File: src/rtl/dart_round_ctrl.sv
// dart_round_ctrl: sequences four players' throws over ROUNDS rounds,
// accumulates totals via an external scorer, then scans for the winner.
module dart_round_ctrl #(
    parameter int ROUNDS = 3
) (
    input  logic       clk,
    input  logic       rst_n,
    input  logic       start,
    input  logic       abort,
    input  logic       throw_valid,
    input  logic [3:0] throw_x,
    input  logic [3:0] throw_y,
    output logic       throw_ready,
    output logic [3:0] score_x,
    output logic [3:0] score_y,
    input  logic [2:0] score_in,
    output logic [1:0] cur_player,
    output logic [3:0] cur_round,
    output logic [5:0] total_a,
    output logic [5:0] total_b,
    output logic [5:0] total_c,
    output logic [5:0] total_d,
    output logic [1:0] winner,
    output logic [5:0] winner_score,
    output logic       tie,
    output logic       busy,
    output logic       done
);

    localparam logic [3:0] LAST_ROUND = 4'(ROUNDS - 1);

    typedef enum logic [2:0] {
        S_IDLE,
        S_WAIT,
        S_SCORE,
        S_SCAN,
        S_DONE
    } state_t;

    state_t     state;
    state_t     state_nx;
    logic [5:0] tot [4];
    logic [1:0] scan_idx;
    logic [5:0] scan_val;
    logic       accept;
    logic       last_throw;
    logic       new_game;

    assign new_game    = (state == S_IDLE) && start;
    assign accept      = (state == S_WAIT) && throw_valid && !abort;
    assign last_throw  = (cur_player == 2'd3) && (cur_round == LAST_ROUND);
    assign scan_val    = tot[scan_idx];

    assign throw_ready = (state == S_WAIT);
    assign busy        = (state != S_IDLE);
    assign done        = (state == S_DONE);

    assign total_a     = tot[0];
    assign total_b     = tot[1];
    assign total_c     = tot[2];
    assign total_d     = tot[3];

    // State register.
    always_ff @(posedge clk or negedge rst_n) begin
        if (!rst_n) begin
            state <= S_IDLE;
        end else begin
            state <= state_nx;
        end
    end

    // Next state; abort outranks every other transition.
    always_comb begin
        state_nx = state;
        unique case (state)
            S_IDLE: begin
                if (start) state_nx = S_WAIT;
            end
            S_WAIT: begin
                if (abort)            state_nx = S_IDLE;
                else if (throw_valid) state_nx = S_SCORE;
            end
            S_SCORE: begin
                if (abort)           state_nx = S_IDLE;
                else if (last_throw) state_nx = S_SCAN;
                else                 state_nx = S_WAIT;
            end
            S_SCAN: begin
                if (abort)                  state_nx = S_IDLE;
                else if (scan_idx == 2'd3)  state_nx = S_DONE;
            end
            S_DONE: begin
                state_nx = S_IDLE;
            end
            default: begin
                state_nx = S_IDLE;
            end
        endcase
    end

    // Capture the accepted throw for the external scorer.
    always_ff @(posedge clk or negedge rst_n) begin
        if (!rst_n) begin
            score_x <= '0;
            score_y <= '0;
        end else if (accept) begin
            score_x <= throw_x;
            score_y <= throw_y;
        end
    end

    // Totals and throw position; an aborted SCORE cycle adds nothing.
    always_ff @(posedge clk or negedge rst_n) begin
        if (!rst_n) begin
            for (int i = 0; i < 4; i++) tot[i] <= '0;
            cur_player <= '0;
            cur_round  <= '0;
        end else if (new_game) begin
            for (int i = 0; i < 4; i++) tot[i] <= '0;
            cur_player <= '0;
            cur_round  <= '0;
        end else if ((state == S_SCORE) && !abort) begin
            tot[cur_player] <= tot[cur_player] + {3'b000, score_in};
            if (cur_player != 2'd3) begin
                cur_player <= cur_player + 2'd1;
            end else if (cur_round != LAST_ROUND) begin
                cur_player <= '0;
                cur_round  <= cur_round + 4'd1;
            end
        end
    end

    // Running-maximum scan; equal totals keep the lower index and flag a tie.
    always_ff @(posedge clk or negedge rst_n) begin
        if (!rst_n) begin
            scan_idx     <= '0;
            winner       <= '0;
            winner_score <= '0;
            tie          <= 1'b0;
        end else if (new_game || ((state == S_SCAN) && abort)) begin
            scan_idx     <= '0;
            winner       <= '0;
            winner_score <= '0;
            tie          <= 1'b0;
        end else if (state == S_SCAN) begin
            scan_idx <= scan_idx + 2'd1;
            priority case (1'b1)
                (scan_idx == 2'd0): begin
                    winner       <= '0;
                    winner_score <= scan_val;
                    tie          <= 1'b0;
                end
                (scan_val > winner_score): begin
                    winner       <= scan_idx;
                    winner_score <= scan_val;
                    tie          <= 1'b0;
                end
                (scan_val == winner_score): begin
                    tie <= 1'b1;
                end
                default: begin
                end
            endcase
        end
    end

endmodule

File: config.mk
export PLATFORM = sky130hd
export DESIGN_NAME = dart_round_ctrl
export DESIGN_NICKNAME = d
export VERILOG_FILES = /design/src/rtl/dart_round_ctrl.sv
export SDC_FILE = /design/constraint.sdc
export NUM_CORES = 1
export LEC_CHECK = 0
export CAP_MARGIN = 20
export CORE_MARGIN = 5
export CORE_UTILIZATION = 25
export CTS_CLUSTER_SIZE = 30
export DETAILED_ROUTE_END_ITERATION = 8
export PLACE_DENSITY_LB_ADDON = 0.12
export REMOVE_ABC_BUFFERS = 1
export SLEW_MARGIN = 10
export SYNTH_ARGS = -nofsm -noshare
export SYNTH_HDL_FRONTEND = slang
export SYNTH_SLANG_ARGS = --single-unit
File: constraint.sdc
create_clock -name clk -period 3.5 [get_ports clk]
set_input_delay 0.7 -clock clk [delete_from_list [all_inputs] [get_ports clk]]
set_output_delay 0.7 -clock clk [all_outputs]
set_load 0.03 [all_outputs]
; Word-level counts from Yosys, hierarchy flattened
; Index checks and enable logic that the tools add are counted.
; W data, S select, Z words.
[totals]
register_bits = 52
latchBits = 0
ram_bits = 0
rom_bits = 0
inputBits = 16
mem_count = 0
[classes]
n_addsub = 4
mul = 0
div = 0
n_lt_le_gt_ge = 4
eq_ne = 14
shifts = 0
mux = 42
bitwise_logic = 2
n_reduce_logical = 23
[ops]
columns = operator, n
row1 = $mux W6, 9
row2 = $mux W24, 2
row3 = $bmux W6 S2, 2
row4 = $bwmux W24, 1
row5 = $mux W2, 12
row6 = $mux W4, 4
row7 = $mux W3, 5
row8 = $demux W6 S2, 1
row9 = $pmux W3 S4, 1
row10 = $reduce_bool A3 Y1, 3
row11 = $logic_and A1 B1 Y1, 7
row12 = $add A6 B3 Y6, 1
row13 = $eq A3 B2 Y1 const B, 2
row14 = $eq A6 B6 Y1, 1
row15 = $ge A3 B3 Y1 const B, 2
row16 = $gt A6 B6 Y1, 1
row17 = $ne A2 B2 Y1 const B, 3
row18 = $ne A3 B3 Y1 const B, 2
row19 = $not A2 Y3, 2
row20 = $reduce_and A2 Y1, 3
row21 = $reduce_and A3 Y1, 2
row22 = $reduce_bool A2 Y1, 3
row23 = $mux W1, 5
row24 = $add A2 B1 Y2 const B, 2
row25 = 12 further kinds, 13

; Logic depth before layout (Yosys ltp)
[logic_depth]
ltp_word = 10
ltp_mapped = 9
ltp_nobuf = 8

; Worst setup path after synthesis
; No wires, ideal clock.
[synth_timing]
kind = register to register
start = reg cur_player[0]
end = reg tot (netlist bit total_a[4])
setup_ps = 130
t_arrival_ps = 2518
required_ps = 3370
setup_slack_ps = 852
stages_incl_launch_ff = 9
n_path_buf = 1
period_less_slack_ps = 2648
path_cell_list = dfrtp_1 -> buf_6 -> mux4_1 -> ha_1 -> fa_1 -> a21oi_1 -> nor2b_4 -> xnor2_1 -> o2bb2ai_1
[synth_via]
elab_chain_len = 8
elab_cells_between_ends = 13
[synth_lines]
columns = element, line_no
row1 = from (decl), 17  ; output logic [1:0] cur_player,
row2 = from (signal assigned), 125  ; cur_player <= cur_player + 2'd1;
row3 = $not A2 Y3 (not written as such) *, 123  ; tot[cur_player] <= tot[cur_player] + {3'b000, score_in};
row4 = "$bmux W6 S2, or another cell as far along", 123
row5 = $mux W6 (not written as such) / $logic_and A1 B1 Y1 (equally long branches), 123
row6 = $mux W6 (not written as such), 123
row7 = $add A6 B3 Y6 / $demux W6 S2 (equally long branches), 123
row8 = $bwmux W24 *, 123
row9 = $mux W24 *, 122  ; end else if ((state == S_SCORE) && !abort) begin
row10 = $mux W24 *, 118  ; end else if (new_game) begin
row11 = "to (signal, indexed assignment)", 123
row12 = to (decl), 42  ; logic [5:0] tot [4];
; Mark *: on every way between the ends. The rest lies on a longest branch, timed or not. The select of a mux whose other input is x is not followed.
; A chain may end at the register's enable or synchronous reset.

; Worst setup path in the final report
[layout_timing]
start = reg scan_idx[0]
end = reg winner_score[1]
[layout_via]
elab_chain_len = 8
elab_cells_between_ends = 12
[layout_lines]
columns = element, line_no
row1 = from (decl), 43  ; logic [1:0] scan_idx;
row2 = from (signal assigned), 146  ; scan_idx <= scan_idx + 2'd1;
row3 = branches (longest 8 deep; another with $gt A6 B6 Y1), --
row4 = to (signal assigned), 150  ; winner_score <= scan_val;
row5 = to (signal assigned), 155  ; winner_score <= scan_val;
row6 = to (decl), 24  ; output logic [5:0] winner_score,
; Several ways; the timed one is not identified. The select of a mux whose other input is x is not followed.

==> qor.txt <==
Number of synthesized flops with an enable pin: 0
Number of library cell types mapped by synthesis: 54
Critical Path, Cell by Cell: mux4_2, ha_1, and4_1, o21a_1, o31ai_1, o32ai_1
Number of diodes added for antenna fixing: 0
Final Hold Violating Endpoints: 0
Placeable Area: 11900 sq um
Clock Skews: 0.00911 ns
Worst-path cell with the longest stage delay: sky130_fd_sc_hd__dfrtp_1
Count of final setup violators: 0
Pin count of the biggest net entering global routing: 33
Global-route wire length before repair: 14.1 mm
Syn Inst Count: 261
CTS tree: yes
X dimension of the die: 119 microns
Antenna-violating nets left: 0
Maximum buffer depth of the clock tree: 2
Number of fillers in the final layout: 1218
Clock buffer count from CTS: 5
Clock slew at the register clock pins of the worst setup and hold paths: 0.07 ns
Upper clock frequency limit: 335 MHz
Post-synthesis instance area: 2990 sq um
H-tree depth reported by CTS: 2
Count of port buffers added during placement: 65
Total wire length after detailed routing: 8.58 mm
Site row count: 40
Area fraction in and, or, nand and nor cells after synthesis: 13.2%
Share of cells above drive strength 1: 11.6%
Maximum VDD drop: 217 uV
Total die area: 14200 sq um
Dominant cell type by area after synthesis: sky130_fd_sc_hd__dfrtp_1
Fin util: 33.6%
DRC violations left: 0
Largest family of logic cells by synthesized area: compound AO/OA/AOI/OAI gates
Average footprint of a synthesized cell: 11.5 sq um
Total gr overflow: 0
Fin. max-slew vios: 0
Sequential-to-total area share from yosys stat: 43.5%
RSZ-0062 raised after global routing: false
Height of the die: 119 microns
Areal power density over the cells: 644 nW/um^2
Number of register bits inferred by synthesis: 52
Adder-cell share of the synthesized area: 7.78%
Buffer count from post-CTS setup fixing: 0
Post-Layout Inst Area: 3990 sq um
Routed len/inst: 18.0 microns
Number of global-route vias before repair: 2428
Leakage power: 1.64 nW
Iter 0 DRT Violations: 96
Setup CP Type: reg -> reg
Top cells by area, synth: sky130_fd_sc_hd__dfrtp_1, sky130_fd_sc_hd__ha_1, sky130_fd_sc_hd__mux4_2
Number of warning messages in the yosys log: 0
Minimum setup slack in the final design: 0.518 ns
Post-Place Setup Slack: 0.494 ns
Placer Congestion: 0.784
Via count: 2394
Clock sink total: 52
Detailed placement HPWL: 6.62 mm
Area share of the leading cell type in the synthesized netlist: 43.5%
Insertion delay of the later-clocked pin in the worst-skew pair: 0.29 ns
Fraction of synthesized area in multiplexers: 13.6%
Max-Slew Margin vs Limit: 50.5%
Most frequent standard cell in the layout excluding fill and tap cells: sky130_fd_sc_hd__clkdlybuf4s50_1
Initial antenna violation count: 0
Via density per instance: 5.03
Period utilization: 85.2%
Worst hold slack: 0.468 ns
Outcome: completed
FFs w/ async S/R, synth: 100%
Largest fanout of any net on the critical path: 11
Arrival time worst endpoint: 3.11 ns
Setup tns final: 0 ns
Area share of xor/xnor cells in the synthesized design: 1.46%
CTS resizes: 0
Actual transition at the worst max-transition pin: 0.742 ns
Number of top-level pins: 66
Total global-route track usage: 12.5%
Path category of the worst min-delay check: in -> async
Instance area after placement: 3800 sq um
Commonest cells after routing, fill and taps aside: sky130_fd_sc_hd__clkdlybuf4s50_1, sky130_fd_sc_hd__dfrtp_1, sky130_fd_sc_hd__inv_1
Kind of launch point of the worst setup path: flop
Main flop type after synthesis: sky130_fd_sc_hd__dfrtp_1
Count of nets after finishing: 363
Cell at the root of the clock tree: sky130_fd_sc_hd__clkbuf_16
Min Tclk post-route: 2.98 ns
P&R area growth vs syn: 33.4%
Max Cap Violations: 0
Largest stage delay, worst path: 0.66 ns
Synth Area in Compound Gates: 16.4%
Required time of the worst setup path: 3.63 ns
Number of iterations in the first detailed-routing pass: 4
Number of buffers inserted by hold repair at cts: 0
CP Capture Type: flop
Initial cell density of the core: 25.2%
path summary, 6_finish.rpt:
path	start	endpoint	slack, ns	depth (start not counted)
hold reg to reg	score_y[2]	score_y[2]	0.51	1
setup / recovery	scan_idx[0]	winner_score[1]	0.52	6
setup reg to reg	scan_idx[0]	winner_score[1]	0.52	6
min in group clk	score_y[2]	score_y[2]	0.51	1
max in group asynchronous	rst_n	score_x[1]	2.24	2
hold / removal	rst_n	winner_score[1]	0.47	1
final cells by class:
class / count / area [sq um] / area share (%)
clock inverters: 2 / 60.1 / 1.51
inverters: 19 / 71.3 / 1.79
repair buffers: 69 / 676 / 16.9
well taps: 147 / 184 / 4.61
flip-flops and latches: 52 / 1300 / 32.6
multi-input cells: 182 / 1570 / 39.4
clock buffers: 5 / 125 / 3.14
sequential cells by signal, summed over array words and instances, names as in the netlist:
name and cells:
scan_idx 2, score_x 4, tie 1, total_c 6, total_b 6, winner_score 6
total_a 6, winner 2, cur_player 2, total_d 6, cur_round 4, state 3
score_y 4
kinds of logic after synthesis:
kind of cell,Yosys count
mux,24
fa+ha+maj,18
xor+xnor,5
simple gates,69
buf+inv,27
flops,52
compound gates,66
through the flow:
| step | total power (W) | cells |
|---|---|---|
| floorplan | 0.00153 | 253 |
| global placement | 0.00195 | 469 |
| detailed placement | 0.00195 | 469 |
| CTS | 0.00259 | 476 |
| global route | 0.00273 | 476 |
| finish | 0.00257 | 476 |
critical path: cells and delay by family, from the launching register on:
kind	cells	cell delay, ns
AOI/OAI and AO/OA	3	0.96
muxes	1	0.60
DFF	1	0.66
and+or+nand+nor	1	0.26
adders and majority gates	1	0.34
routing by layer:
metal  up-vias  wire (microns)  GRT usage (%)
li1       1123               -              -
met3        12             296           2.52
met5         -               0              0
met1      1207            4210           18.0
met2        52            3920           18.7
met4         0             157           4.01
power by group:
part           switching, W  internal [W]
sequential         0.000137      0.000693
combinational      0.000645      0.000461
clock              0.000225      0.000406
total               0.00101       0.00156
synthesized netlist by cell type, types with 2 or more instances:
master / count
sky130_fd_sc_hd__nor2b_1: 3
sky130_fd_sc_hd__ha_1: 17
sky130_fd_sc_hd__mux2i_1: 3
sky130_fd_sc_hd__mux2_2: 9
sky130_fd_sc_hd__xor2_1: 3
sky130_fd_sc_hd__o21a_1: 2
sky130_fd_sc_hd__nor3b_1: 2
sky130_fd_sc_hd__and2_1: 3
sky130_fd_sc_hd__mux4_2: 7
sky130_fd_sc_hd__dfrtp_1: 52
sky130_fd_sc_hd__nand3_1: 9
sky130_fd_sc_hd__nand4_1: 5
sky130_fd_sc_hd__o22ai_1: 4
sky130_fd_sc_hd__o21ai_0: 12
sky130_fd_sc_hd__nor3_1: 3
sky130_fd_sc_hd__a21o_1: 2
sky130_fd_sc_hd__a22o_1: 12
sky130_fd_sc_hd__xnor2_1: 2
sky130_fd_sc_hd__nor2_1: 13
sky130_fd_sc_hd__clkbuf_1: 2
sky130_fd_sc_hd__mux4_1: 4
sky130_fd_sc_hd__o211ai_1: 4
sky130_fd_sc_hd__inv_1: 19
sky130_fd_sc_hd__nand2_1: 16
sky130_fd_sc_hd__buf_2: 4
sky130_fd_sc_hd__a21oi_1: 9
sky130_fd_sc_hd__o32ai_1: 5
sky130_fd_sc_hd__nor4_1: 2
sky130_fd_sc_hd__o2bb2ai_1: 8
Power figures use the tool's default switching activity.
